File: config.mk
export PLATFORM = sky130hd
export DESIGN_NAME = elliot_derivative_flat
export DESIGN_NICKNAME = d
export VERILOG_FILES = /design/src/rtl/elliot_derivative_if.sv /design/src/rtl/elliot_derivative.sv /design/src/flat_wrapper.sv
export SDC_FILE = /design/constraint.sdc
export NUM_CORES = 1
export LEC_CHECK = 0
export CAP_MARGIN = 40
export CELL_PAD_IN_SITES_DETAIL_PLACEMENT = 0
export CELL_PAD_IN_SITES_GLOBAL_PLACEMENT = 1
export CORE_MARGIN = 3
export CORE_UTILIZATION = 50
export CTS_CLUSTER_SIZE = 8
export DETAILED_ROUTE_END_ITERATION = 16
export GPL_ROUTABILITY_DRIVEN = 0
export PLACE_DENSITY_LB_ADDON = 0.1
export SYNTH_ARGS = -nofsm -noshare
export SYNTH_HDL_FRONTEND = slang
export SYNTH_SLANG_ARGS = --single-unit
File: constraint.sdc
create_clock -name clk -period 8.65 [get_ports clk]
set_input_delay 2.595 -clock clk [delete_from_list [all_inputs] [get_ports clk]]
set_output_delay 2.595 -clock clk [all_outputs]
set_load 0.02 [all_outputs]
File: src/rtl/elliot_derivative_if.sv
// rtl/elliot_derivative_if.sv - start/end_signal operand and result bundle for elliot_derivative
interface elliot_derivative_if #(
  parameter int WIDTH = 32
);
  logic [WIDTH-1:0] x;
  logic             start;
  logic [WIDTH-1:0] y;
  logic             end_signal;
  logic             busy;

  modport master (output x, start, input y, end_signal, busy);
  modport slave  (input x, start, output y, end_signal, busy);
endinterface

File: src/rtl/elliot_derivative.sv
// rtl/elliot_derivative.sv - iterative g = 2/(1+|x|)^2 via shift-add square then restoring divide
module elliot_derivative #(
  parameter int WIDTH = 32,
  parameter int FRAC  = 16
) (
  input logic                clk,
  input logic                rst_n,
  elliot_derivative_if.slave bus
);
  localparam int PW = 2 * WIDTH;
  localparam int RW = PW + 1;
  localparam int CW = $clog2(WIDTH);
  // Numerator 2^(3*FRAC+1) is divided in as a preloaded remainder plus WIDTH zero bits.
  localparam logic [RW-1:0] REM_INIT = RW'(1) << (3 * FRAC + 1 - WIDTH);

  typedef enum logic [1:0] {IDLE, MUL, DIV} state_t;

  state_t           state, state_next;
  logic [PW-1:0]    mcand, prod;
  logic [WIDTH-1:0] mplier, quot, y_q;
  logic [RW-1:0]    rem;
  logic [CW-1:0]    cnt;
  logic             end_q;

  logic [WIDTH-1:0] mag, dval;
  logic [RW-1:0]    rem_shift, rem_diff;
  logic             q_bit, last;

  always_comb begin
    mag       = bus.x[WIDTH-1] ? (~bus.x + WIDTH'(1)) : bus.x;
    dval      = mag + (WIDTH'(1) << FRAC);
    rem_shift = {rem[RW-2:0], 1'b0};
    rem_diff  = rem_shift - {1'b0, prod};
    // rem < prod always holds, so the difference magnitude never reaches the sign bit.
    q_bit     = ~rem_diff[RW-1];
    last      = (cnt == CW'(WIDTH - 1));
  end

  always_comb begin
    state_next = state;
    bus.busy   = (state != IDLE);
    case (state)
      IDLE:    if (bus.start) state_next = MUL;
      MUL:     if (last) state_next = DIV;
      DIV:     if (last) state_next = IDLE;
      default: state_next = IDLE;
    endcase
  end

  always_ff @(posedge clk) begin
    if (!rst_n) begin
      state  <= IDLE;
      mcand  <= '0;
      prod   <= '0;
      mplier <= '0;
      quot   <= '0;
      rem    <= '0;
      cnt    <= '0;
      y_q    <= '0;
      end_q  <= 1'b0;
    end else begin
      state <= state_next;
      end_q <= 1'b0;
      case (state)
        IDLE: begin
          if (bus.start) begin
            mcand  <= PW'(dval);
            mplier <= dval;
            prod   <= '0;
            cnt    <= '0;
          end
        end
        MUL: begin
          if (mplier[0]) prod <= prod + mcand;
          mcand  <= mcand << 1;
          mplier <= mplier >> 1;
          cnt    <= last ? '0 : cnt + CW'(1);
          if (last) begin
            rem  <= REM_INIT;
            quot <= '0;
          end
        end
        DIV: begin
          rem  <= q_bit ? rem_diff : rem_shift;
          quot <= {quot[WIDTH-2:0], q_bit};
          cnt  <= last ? '0 : cnt + CW'(1);
          if (last) begin
            y_q   <= {quot[WIDTH-2:0], q_bit};
            end_q <= 1'b1;
          end
        end
        default: ;
      endcase
    end
  end

  assign bus.y          = y_q;
  assign bus.end_signal = end_q;
endmodule
File: src/flat_wrapper.sv
// flat-port wrapper written by rule: the top's interface ports become plain ports
module elliot_derivative_flat 
#(
  parameter int WIDTH = 32,
  parameter int FRAC  = 16
)
  (clk, rst_n, bus_x, bus_start, bus_y, bus_end_signal, bus_busy);
  elliot_derivative_if #(.WIDTH(WIDTH)) bus_i ();
  input logic clk;
  input logic rst_n;
  input wire logic [$bits(bus_i.x)-1:0] bus_x;
  input wire logic [$bits(bus_i.start)-1:0] bus_start;
  output wire logic [$bits(bus_i.y)-1:0] bus_y;
  output wire logic [$bits(bus_i.end_signal)-1:0] bus_end_signal;
  output wire logic [$bits(bus_i.busy)-1:0] bus_busy;
  assign bus_i.x = bus_x;
  assign bus_i.start = bus_start;
  assign bus_y = bus_i.y;
  assign bus_end_signal = bus_i.end_signal;
  assign bus_busy = bus_i.busy;
  elliot_derivative #(.WIDTH(WIDTH), .FRAC(FRAC)) u_core (.clk(clk), .rst_n(rst_n), .bus(bus_i));
endmodule
==> impl_metrics.yaml, run 1 <==
run_status:
  status: "completed"
routing:
  drt_wl_total_mm: 53.21
  drc: 0
  final_antenna_net_count: 0
  drt-initial-drc-count: 1357
  viasPerCell: 5.922
  wl_per_cell_um: 17.15
  drt_first_pass_iters: 6
  num_vias: 18370
die:
  dieWidth_um: 203.8
  coreArea_um2: 38110
  rows: 71
  dieArea_um2: 41550
  initial_utilization_pct: 51.35
  io-pin-count: 69
  die_y_um: 203.8
place:
  dpl-instance-area_um2: 20550
  portBuffers: 68
  dpl.hpwl_mm: 39.22
timing:
  fin_tns_setup_ps: 0
  rsz0062_at_grt: "no"
  finalSetupViolations: 0
  skew_ps: 29.72
  fin_crit_sh_pct: 65.56
  relSlewSlack_pct: 38.24
  drv_slew: 0
  fmax_ghz: 0.1763
  worstMarginPinSlew_ps: 926.4
  hold_viol: 0
  hold_ws_ps: 446.1
  layout_min_cycle_time_ps: 5671
yosys:
  synth_warnings: 0
  synth-edff-count: 0
  synth_top_cell_area_share_pct: 30.18
  synthTopCellsByCount: "nand2_1 (355), a21oi_1 (351), dfxtp_1 (295), nor2_1 (194), o21ai_0 (177)"
  synth_top_flop_cell: "dfxtp_1"
  async_flop_share_pct: 0
  ys_seq_area_share_pct: 30.18
  synthTopCellsByArea: "dfxtp_1 (30%), a21oi_1 (9.0%), ha_1 (8.5%)"
  syn_avg_cell_area_um2: 7.521
  syn_inst: 2602
  synth.most_common_cell: "nand2_1"
  yosysTopAreaCell: "dfxtp_1"
  ys_ff_latch: 295
  netlist_area_um2: 19570
  syn_nets: 2772
  yosys.cell_types.count: 103
grt:
  grt_max_degree: 90
  grt_pass1_vias: 17080
  grtUsageMet3_pct: 3.934
  antenna_found_initial: 0
  overflow: 0
  grt-busiest-layer: "met1"
  grt_use_met1_pct: 38.59
  met2_usage_pct: 37.33
  grt_use_total_pct: 25.20
  grt_pass1_wl_mm: 87.93
pwr:
  p_total_uw: 3538
  peakVddDrop_v: 0.0001470
  p_leak_uw: 0.008680
  cellPowerDensity_nw_per_um2: 162.7
setup_path:
  cp.arrival_ps: 6160
  cp_max_fo: 6
  crit_type: "in2reg"
  worstPathRequired_ps: 9140
  cp-start-kind: "primary input"
  endpoint_kind: "register"
clock_network:
  hold_buffers: 0
  clk_latency_ps: 580
  cts.reportedPaths.clkPinSlew_ps: 50
  clock-sinks: 295
  cts_tree: "built"
  cts_buffers: 43
  cts_resized: 0
  clockBufferDepth: 3
  htree_levels: 2
  root_buffer: "clkbuf_16"
  postCtsSetupRepairBufs: 0
worst_hold_path:
  min_path_type: "reg2reg"
finish:
  utilization_pct: 57.06
  nets: 2754
  multi_input_area_um2: 12700
  n_fill_cell: 3579
  area.growth.synth_to_final_pct: 11.12
  seqCellArea_um2: 5906
  drive_above_1_share_pct: 4.786
  fin_area_um2: 21750
  antenna_cells: 0
flow_run:
  max_cap_viol_count: 0
## cell families (layout without fill, tap and decap cells)
kind of cell    count (synthesis)  in the layout  synth area share [%]
compound gates                916            916                 28.60
simple gates                  832            832                 19.64
flops                         295            295                 30.18
buf+inv                       259            248                 5.262
xor+xnor                      155            155                 7.071
fa+ha+maj                     135            135                 8.708
mux                            10             10                0.5434
## cells in the final DEF, fill, tap and decap left out, types with 41 or more instances in the layout
master	count
a21o_1	61
a21oi_1	350
a22oi_1	63
clkbuf_16	43
clkdlybuf4s50_1	68
dfxtp_1	295
ha_1	132
inv_1	105
nand2_1	355
nand3_1	66
nand4_1	43
nor2_1	192
nor3_1	41
o21ai_0	176
o21ai_1	62
xnor2_1	83
xor2_1	70
## registers in the layout (all words and copies together), names as in the netlist
register and cells:
u_core.mcand 64, u_core.quot 31, u_core.bus.end_signal 1, u_core.rem 64, u_core.bus.y 32, u_core.cnt 5
u_core.state 2, u_core.mplier 32, u_core.prod 64
## cell type report
class	instances	share of cell area, %
clock inverters	4	0.4603
inverters	106	1.841
multi-input cells	2048	58.39
flip-flops and latches	295	27.16
well taps	511	2.940
clock buffers	48	5.035
repair buffers	90	4.177
## worst paths after layout
| kind | startpoint | endpoint | slack, ps | cells after the start |
|---|---|---|---|---|
| max | bus_x[4] | u_core.mcand[24]$_SDFFE_PN0P_ | 2980 | 13 |
| min | u_core.mplier[26]$_SDFFE_PN0P_ | u_core.mplier[26]$_SDFFE_PN0P_ | 450 | 2 |
| max reg2reg | u_core.prod[11]$_SDFFE_PN0P_ | u_core.rem[30]$_SDFFE_PN0P_ | 3960 | 13 |
| min reg2reg | u_core.mplier[26]$_SDFFE_PN0P_ | u_core.mplier[26]$_SDFFE_PN0P_ | 450 | 2 |
## metal layers
layer / wire [µm] / part of all wire, % / vias to the layer above
met3: 3041 / 5.7 / 71
met2: 21940 / 41 / 454
li1: - / - / 9275
met5: 0 / 0 / -
met1: 27290 / 51 / 8570
met4: 932 / 1.8 / 0
## report_power, final
group	switching [µW]	internal (µW)	total, µW	leakage, µW
sequential	34.9	1400	1440	0.00239
clock	606	922	1530	0.000581
combinational	366	206	572	0.00571
total	1010	2530	3540	0.00868
## critical path, cell delays in order
cell and delay (ps):
clkdlybuf4s50_1 500, nor4_4 420, nor4b_2 540, nand2_1 130
o21ai_0 230, xnor2_1 200, ha_1 230, nor3b_1 340
nand2_2 130, or3b_2 460, a21oi_1 130, o21ai_0 120
a21oi_1 150
## metrics by stage
step | setup WS (ps) | instances
after floorplan | 3215 | 2602
after global placement | 1952 | 3043
after detailed placement | 2380 | 3050
after CTS | 2961 | 3102
after global routing | 2515 | 3102
final | 2979 | 3102
Note: power is estimated with default switching activity, not from simulation.
==> inputs of run 2 (changes only) <==
--- a/config.mk
+++ b/config.mk
@@ -9,7 +9,7 @@
 export CELL_PAD_IN_SITES_DETAIL_PLACEMENT = 0
 export CELL_PAD_IN_SITES_GLOBAL_PLACEMENT = 1
 export CORE_MARGIN = 3
-export CORE_UTILIZATION = 50
+export CORE_UTILIZATION = 42
 export CTS_CLUSTER_SIZE = 8
 export DETAILED_ROUTE_END_ITERATION = 16
 export GPL_ROUTABILITY_DRIVEN = 0
==> constraint.sdc (replaced) <==
create_clock -name clk -period 4.6 [get_ports clk]
set_input_delay 1.38 -clock clk [delete_from_list [all_inputs] [get_ports clk]]
set_output_delay 1.38 -clock clk [all_outputs]
set_load 0.02 [all_outputs]
==> run 2 against run 1 <==
Clock skew increased by 4.8 ps. Non-clock buffer count increased by 47. Setup slack worse by 2500 ps. Sequential power increased by 88%. Wire length rose by 5.6%.
==> impl_metrics.yaml, run 2 (same netlist as run 1, synthesis figures left out) <==
clock_network:
  clockBufferDepth: 3
  cts.reportedPaths.clkPinSlew_ps: 50
  clock-sinks: 295
  cts_buffers: 43
  root_buffer: "clkbuf_16"
  hold_buffers: 0
  htree_levels: 2
  postCtsSetupRepairBufs: 0
  clk_latency_ps: 590
  cts_resized: 0
  cts_tree: "built"
place:
  dpl-instance-area_um2: 21030
  portBuffers: 68
  dpl.hpwl_mm: 41.66
setup_path:
  r2r_slack_ps: 670
  endpoint_kind: "register"
  rr_worst_depth: 13
  worstPathRequired_ps: 5090
  cp.arrival_ps: 4650
  max_stage_delay_ps: 550
  crit_type: "in2reg"
  path_cells: "clkdlybuf4s50_1 > or4_4 > or3_4 > nor4_4 > nor2_1 > xor2_1 > ha_1 > nor3b_1 > buf_4 > nand2_2 > or3b_2 > a21oi_1 > o21ai_0 > a21oi_1"
  r2r_end: "u_core.rem[58]$_SDFFE_PN0P_"
  cp_max_fo: 3
  cp_common_cell: "a21oi_1"
  slowest_stage: "or4_4"
  cp-start-kind: "primary input"
  r2r_start: "u_core.prod[20]$_SDFFE_PN0P_"
die:
  dieWidth_um: 221.9
  io-pin-count: 69
  rows: 78
  initial_utilization_pct: 42.85
  coreArea_um2: 45670
  die_y_um: 221.9
  dieArea_um2: 49220
finish:
  top_regs: "u_core.mcand (64), u_core.prod (64), u_core.rem (64)"
  final_cell_mix: "nand2_1 (355), a21oi_1 (350), dfxtp_1 (295), nor2_1 (192), o21ai_0 (176)"
  drive_above_1_share_pct: 6.560
  antenna_cells: 0
  area.growth.synth_to_final_pct: 13.55
  fin_area_um2: 22220
  layout_commonest_cell: "nand2_1"
  nets: 2801
routing:
  drc: 0
  num_vias: 18410
  drt_first_pass_iters: 5
  drt-initial-drc-count: 1287
  wl_per_cell_um: 17.36
  viasPerCell: 5.687
  final_antenna_net_count: 0
  drt_wl_total_mm: 56.20
pwr:
  p_leak_uw: 0.008910
  peakVddDrop_v: 0.0003045
  cellPowerDensity_nw_per_um2: 303.0
  p_total_uw: 6734
grt:
  antenna_found_initial: 0
  overflow: 0
  grt_max_degree: 165
  grt_pass1_vias: 17350
  grt_use_total_pct: 22.29
  grt_pass1_wl_mm: 91.98
flow_run:
  max_cap_viol_count: 0
timing:
  worstMarginPinSlew_ps: 872.2
  drv_slew: 0
  fin_crit_sh_pct: 90.45
  finalSetupViolations: 0
  fmax_ghz: 0.2403
  hold_viol: 0
  rsz0062_at_grt: "no"
  layout_min_cycle_time_ps: 4161
  relSlewSlack_pct: 41.86
  skew_ps: 34.56
run_status:
  status: "completed"
worst_hold_path:
  min_path_cells: 2
  worstHoldEndpoint: "u_core.mplier[31]$_SDFFE_PN0P_"
  min_path_type: "reg2reg"
  hp-start: "u_core.mplier[31]$_SDFFE_PN0P_"
[run 2: cell types whose count changed in the layout (fill, tap and decap cells not counted)]
cell	change
buf_4	+48
buf_8	-3
clkbuf_1	-3
clkbuf_8	+2
buf_12	+1
buf_16	+1
bufinv_16	-1
clkinv_16	+1
clkinv_2	+1
inv_16	-1
[run 2: area by class of cell]
class                   instances  area, µm²
multi-input cells            2048      12700
clock inverters                 4      85.08
fillers                      4597      23450
inverters                     106      400.4
flip-flops and latches        295       5906
clock buffers                  47       1111
repair buffers                137       1271
well taps                     600      750.7
[run 2: worst max-delay path by stage]
stage                                     end  cells past startpoint  startpoint
2_1_floorplan   u_core.mcand[24]$_SDFFE_PN0P_                     12   bus_x[10]
3_3_place_gp    u_core.mcand[24]$_SDFFE_PN0P_                     14   bus_x[10]
3_5_place_dp   u_core.mplier[24]$_SDFFE_PN0P_                     14   bus_x[10]
4_1_cts        u_core.mplier[24]$_SDFFE_PN0P_                     14   bus_x[10]
5_1_grt        u_core.mplier[24]$_SDFFE_PN0P_                     14   bus_x[10]
6_report       u_core.mplier[24]$_SDFFE_PN0P_                     14   bus_x[10]
[run 2: layer usage]
metal | global-route usage, % | vias to the layer above | share of wire [%]
met5 | 0 | - | 0
met3 | 3.800 | 77 | 5.7
met1 | 34.62 | 8495 | 53
li1 | - | 9369 | -
met2 | 31.90 | 467 | 40
met4 | 4.933 | 0 | 1.8
[run 2: power breakdown]
part | leakage (µW) | internal, µW | switching [µW]
logic | 0.00594 | 415 | 715
clock network | 0.000583 | 1710 | 1200
registers | 0.00239 | 2640 | 65.5
total | 0.00891 | 4760 | 1980
[run 2: per-stage QoR]
step / setup TNS [ps] / hold slack, ps / instances / utilization (%) / setup WS [ps]
floorplan: 0 / 428.4 / 2602 / - / 380.1
global placement: -421.3 / 439.2 / 3183 / 45.91 / -80.27
detailed placement: -898.8 / 443.4 / 3186 / 46.03 / -144.8
CTS: 0 / 450.2 / 3237 / 48.65 / 435.0
global route: 0 / 469.3 / 3237 / 48.65 / 149.0
finish: 0 / 450.9 / 3237 / 48.65 / 439.2
[run 2: critical path: cells and delay by family]
| family | cells | cell delay [ps] |
|---|---|---|
| compound gates | 3 | 400 |
| xor+xnor | 1 | 180 |
| fa+ha+maj | 1 | 200 |
| buf+inv | 2 | 580 |
| simple gates | 7 | 1900 |
